<file path="src/rtl/fib_next.sv">
// Expected-term generator: two history registers and a W-bit wrapping adder.
// load steps from the received sample, advance steps the golden recurrence, clear re-seeds.
module fib_next #(
  parameter int W = 32
) (
  input  logic         clk,
  input  logic         rst,
  input  logic         clear,
  input  logic         advance,
  input  logic         load,
  input  logic [W-1:0] x,
  output logic [W-1:0] exp
);

  logic [W-1:0] r_prev;
  logic [W-1:0] r_cur;
  logic [W-1:0] w_prev_base;
  logic [W-1:0] w_cur_base;

  // Seeding r_prev with F(-1)=1 makes the term after F(0)=0 come out as 1.
  assign w_prev_base = clear ? W'(1) : r_prev;
  assign w_cur_base  = clear ? '0    : r_cur;

  always_ff @(posedge clk) begin
    if (!rst) begin
      r_prev <= W'(1);
      r_cur  <= '0;
    end else if (load) begin
      r_prev <= x;
      r_cur  <= x + w_prev_base;
    end else if (advance) begin
      r_prev <= w_cur_base;
      r_cur  <= w_cur_base + w_prev_base;
    end else if (clear) begin
      r_prev <= W'(1);
      r_cur  <= '0;
    end
  end

  assign exp = r_cur;

endmodule

</file>
<file path="config.mk">
export PLATFORM = sky130hd
export DESIGN_NAME = fib_next
export DESIGN_NICKNAME = d
export VERILOG_FILES = /design/src/rtl/fib_next.sv
export SDC_FILE = /design/constraint.sdc
export NUM_CORES = 1
export LEC_CHECK = 0
export ABC_AREA = 1
export BUFFER_PORTS_ARGS = -buffer_cell sky130_fd_sc_hd__buf_2
export CAP_MARGIN = 25
export CORE_ASPECT_RATIO = 0.9
export CORE_MARGIN = 5
export CORE_UTILIZATION = 53
export CTS_BUF_LIST = sky130_fd_sc_hd__clkbuf_16
export DETAILED_ROUTE_END_ITERATION = 12
export PLACE_DENSITY = 0.75
export SYNTH_ARGS = -nofsm -noshare
export SYNTH_HDL_FRONTEND = slang
export SYNTH_SLANG_ARGS = --single-unit
export TNS_END_PERCENT = 100
</file>
<file path="constraint.sdc">
create_clock -name clk -period 2.38 [get_ports clk]
set_input_delay 0.357 -clock clk [delete_from_list [all_inputs] [get_ports clk]]
set_output_delay 0.357 -clock clk [all_outputs]
set_load 0.03 [all_outputs]
</file>
== Word-level counts from Yosys, hierarchy flattened ==
Cells that the tools add are included.

* Bits in registers: 64
* Word-level logic and storage cells: 10

* Add/sub/neg operators: 2
* Muxes and demuxes: 6

{| class="wikitable"
|+ Operator list
! cell !! count
|-
| two-way mux 32 bit || 6
|-
| adder 32 bit || 2
|}

== Logic depth before layout (Yosys ltp) ==
* Depth after elaboration: 4
* Depth in mapped cells: 20
* Gate-level depth less buffers: 18

== Least setup slack after synthesis ==
Ideal clock, no wire load.

* Path kind: in2reg
* From: in clear
* To: reg r_cur[30], in the netlist exp[30]
* Setup time: 132 ps
* Data arrival time: 2331 ps
* Data required time: 2248 ps
* Path slack: -83 ps
* Cell stages on the path: 19
* Path buffers: 3
* Cell sequence: inv_4 > buf_4 > buf_2 > buf_1 > nand2_1 > inv_1 > ha_1 > a21oi_1 > inv_1 > nand3_1 > nand2_1 > nand2_1 > nand2_1 > a21oi_1 > nand2_1 > nand2_1 > nand3_1 > nand2_1 > a21oi_1

* Word-level cells in the longest chain between the ends: 4

{| class="wikitable"
|+ Ends and longest elaborated chain
! what !! RTL line !! text
|-
| start: declaration || 8 || <nowiki>input logic clear,</nowiki>
|-
| two-way mux 32 bit || n/a ||
|-
| adder 32 bit || 33 || <nowiki>r_cur <= w_cur_base + w_prev_base;</nowiki>
|-
| two-way mux 32 bit || 31 || <nowiki>end else if (advance) begin</nowiki>
|-
| two-way mux 32 bit * || 28 || <nowiki>end else if (load) begin</nowiki>
|-
| end signal: assignment || 30 || <nowiki>r_cur <= x + w_prev_base;</nowiki>
|-
| end signal: assignment || 33 ||
|-
| end: declaration || 16 || <nowiki>logic [W-1:0] r_cur;</nowiki>
|}

Mark *: on every way between the ends. The rest lies on a longest branch, timed or not.
A chain may end at the register's enable or synchronous reset.

== Worst setup path after layout ==
* From: in clear
* To: reg r_cur[23], in the netlist exp[23]

Same word-level chain as after synthesis.

==> impl_metrics.csv <==
group,metric,value,unit
setup_path,setup.worst_path.start_class,"input port",
grt,grt_use_total,34.11,%
placed_design,dp_cells,1882,
logic_synthesis,synth_area,7735,sq um
setup_path,cp.required,2650,ps
setup_path,critical_path_class,"input port to register",
sta,hold_viol,0,
grt,grt_overflow,0,
placed_design,place_ws,-320.8,ps
logic_synthesis,synth.area.top_cells,"nand2_1 (24%), dfxtp_1 (17%), inv_1 (12%)",
power_and_ir_drop,power_density,407.1,nW/um^2
sta,worst_pin_slew,760.8,ps
sta,setup_slack,81.58,ps
clocking,cts-htree-levels,3,
sta,slew_violations,0,
clocking,clk_latency,340,ps
sta,setup_viol,0,
setup_path,path_buf_inv,5,
finish,drive_above_1_share,21.47,%
sta,fin_crit_sh,96.57,%
logic_synthesis,seq_area_frac_synth,16.56,%
grt,antenna_found_initial,0,
floorplan,rows,41,
logic_synthesis,syn_avg_cell_area,5.223,sq um
drt,wl,29.97,mm
clocking,cts_buffers,9,
sta,max_freq,435.1,MHz
drt,first_pass_iters,7,
logic_synthesis,yosys.area.top_type,"nand2_1",
floorplan,core,14160,sq um
setup_path,crit_top_cell,"nand2_1",
finish,nFillCells,1371,
min_path,worstHoldPathType,"input port to register",
sta,relSlewSlack,49.23,%
drt,initialDrtViolationCount,1269,
placed_design,numPortBuffers,68,
power_and_ir_drop,ir_worst_vdd,383.5,uV
logic_synthesis,synth_top_area_share,23.63,%
finish,nets,1774,
floorplan,die_w,137.3,um
finish,syn2layout_area_growth,29.60,%
grt,grt_max_degree,100,
clocking,holdBufCountCts,0,
setup_path,crit_chain,"buf_2 > buf_12 > inv_4 > buf_4 > nand2_1 > nand2_1 > a21oi_1 > buf_4 > o21ai_1 > a21oi_1 > nand2_1 > nand2_1 > nand2_1 > nand2_1 > nand3_1 > a21oi_1",
placed_design,dpl.hpwl,23.85,mm
flow_run,maxCapViolCount,0,
finish,post-route-util,70.80,%
clocking,cts_root_buf,"clkbuf_16",
drt,dr_total_vias,10170,
logic_synthesis,yosysWarnings,0,
placed_design,gp_congestion,0.9946,
grt,grt_pass1_vias,8950,
outcome,outcome,"completed",
grt,grt_pass1_wl,46.08,mm
floorplan,start_util,54.63,%
drt,vias_per_cell,5.358,
drt,antenna_left,0,
floorplan,io_pins,69,
power_and_ir_drop,power.leakage,5.743,nW
finish,n_antenna_cell,0,
logic_synthesis,yosys_register_bits,64,
setup_path,arrival,2560,ps
logic_synthesis,postSynthCellCount,1481,
setup_path,crit_slowest_cell,"a21oi_1",
sta,finalCriticalPeriod,2298,ps
logic_synthesis,synth_nets,1555,
drt,route.detailed.drc,0,
setup_path,cp_max_fo,20,
floorplan,dieArea,17110,sq um
clocking,cts.sinks,64,
setup_path,crit_family,"simple AND/OR/NAND/NOR gates",
sta,skew,7.971,ps
floorplan,die_y,124.6,um
logic_synthesis,synth.distinct_cells,37,
setup_path,slowest_delay,290,ps
sta,rsz0062_at_grt,"true",
finish,stdcell_count,1898,
clocking,path_clk_slew,60,ps
power_and_ir_drop,power,4.081,mW
drt,routedWlPerCell,15.79,um
placed_design,place_area,9543,sq um
clocking,cts_max_path_buffers,2,
setup_path,crit_path_end_kind,"register",
finish,final_cell_area,10020,sq um
clocking,cts_tree,"yes",
[placed cells by master, fill, tap and decap left out, types with 3 or more instances in the layout]
master	count
inv_1	239
nand3b_1	3
xnor2_1	7
dfxtp_1	64
nor2_2	27
nand4_1	3
nand2_2	25
a21oi_1	139
buf_2	68
nor3_1	13
clkbuf_16	9
nand2_1	471
nand3_2	6
o21ai_1	16
ha_1	36
buf_12	4
o221ai_1	5
o211ai_1	3
a21oi_2	13
xor2_1	11
inv_2	18
nor2_1	118
o21bai_1	3
a21o_1	3
o21ai_0	110
and2_1	3
buf_4	178
nand3_1	86
[final cells by class]
type	count	area (sq um)	share of cell area, %
Timing Repair Buffer	251	1768	17.64
Clock buffer	9	225.2	2.247
Inverter	256	963.4	9.611
Multi-Input combinational cell	1118	5490	54.77
Sequential cell	64	1281	12.78
Tap cell	193	241.5	2.409
Clock inverter	7	55.05	0.5492
[cells by family after synthesis]
family | count (synthesis) | synth area share [%]
simple gates | 761 | 39.97
compound gates | 301 | 20.32
buf+inv | 299 | 15.01
flops | 64 | 16.56
fa+ha+maj | 37 | 5.985
xor+xnor | 19 | 2.151
[per-layer routing]
metal	part of all wire, %	wire (um)	GRT usage, %
met4	1.5	438	5.986
met1	46	13880	53.72
met2	40	11960	47.10
met5	0	0	0
met3	12	3686	7.593
[worst register-to-register path, cell delays in order, from the launching register on]
cell,delay (ps)
dfxtp_1,300
inv_1,30
nor2_1,220
ha_1,320
a21oi_1,210
o21ai_0,190
a21oi_1,150
o21ai_0,90
a21oi_1,260
nand2_1,90
nand2_1,60
nand3_1,100
a21oi_1,170
[timing repair]
action / 4_1_cts / 5_1_grt
endpoints found under the setup margin: 0 / 23
resized for setup: 0 / 66
setup buffers: 0 / 0
[cells in the mapped netlist]
master and instances:
a21boi_1 2, a21o_1 3, a21oi_1 152, and2_1 3
buf_1 6, buf_2 2, buf_4 1, buf_6 4
clkbuf_1 30, dfxtp_1 64, ha_1 37, inv_1 238
inv_2 17, inv_4 1, nand2_1 487, nand2_2 9
nand3_1 90, nand3_2 2, nand3b_1 3, nand3b_2 1
nand4_1 3, nor2_1 136, nor2_2 10, nor2_4 1
nor3_1 15, o211ai_1 3, o21a_1 2, o21ai_0 115
o21ai_1 13, o21ai_2 1, o21bai_1 3, o21bai_2 1
o221ai_1 5, o311ai_0 1, or2_2 1, xnor2_1 7
xor2_1 12
[state kept, by name, summed over array words and instances (netlist names)]
signal  flops
exp        32
r_prev     32
[path summary, 6_finish.rpt]
check                                start          to  slack, ps  depth (start not counted)
worst max-delay path                 clear     exp[23]         80                         16
worst min-delay path                  x[0]   r_prev[0]        260                          3
worst max register to register  r_prev[26]     exp[31]        120                         12
worst min register to register  r_prev[19]  r_prev[19]        640                          4
[per-stage QoR]
stage,TNS [ps],hold slack (ps)
floorplan,0,483.4
global placement,-3964,608.6
detailed placement,-5136,601.6
CTS,0,247.9
global route,-106.4,276.1
finish,0,256.8
[power by group]
group / switching [mW] / internal [mW]
logic: 0.951 / 0.581
clock network: 0.539 / 0.793
registers: 0.0622 / 1.15
total: 1.55 / 2.53
Power figures use the tool's default switching activity.
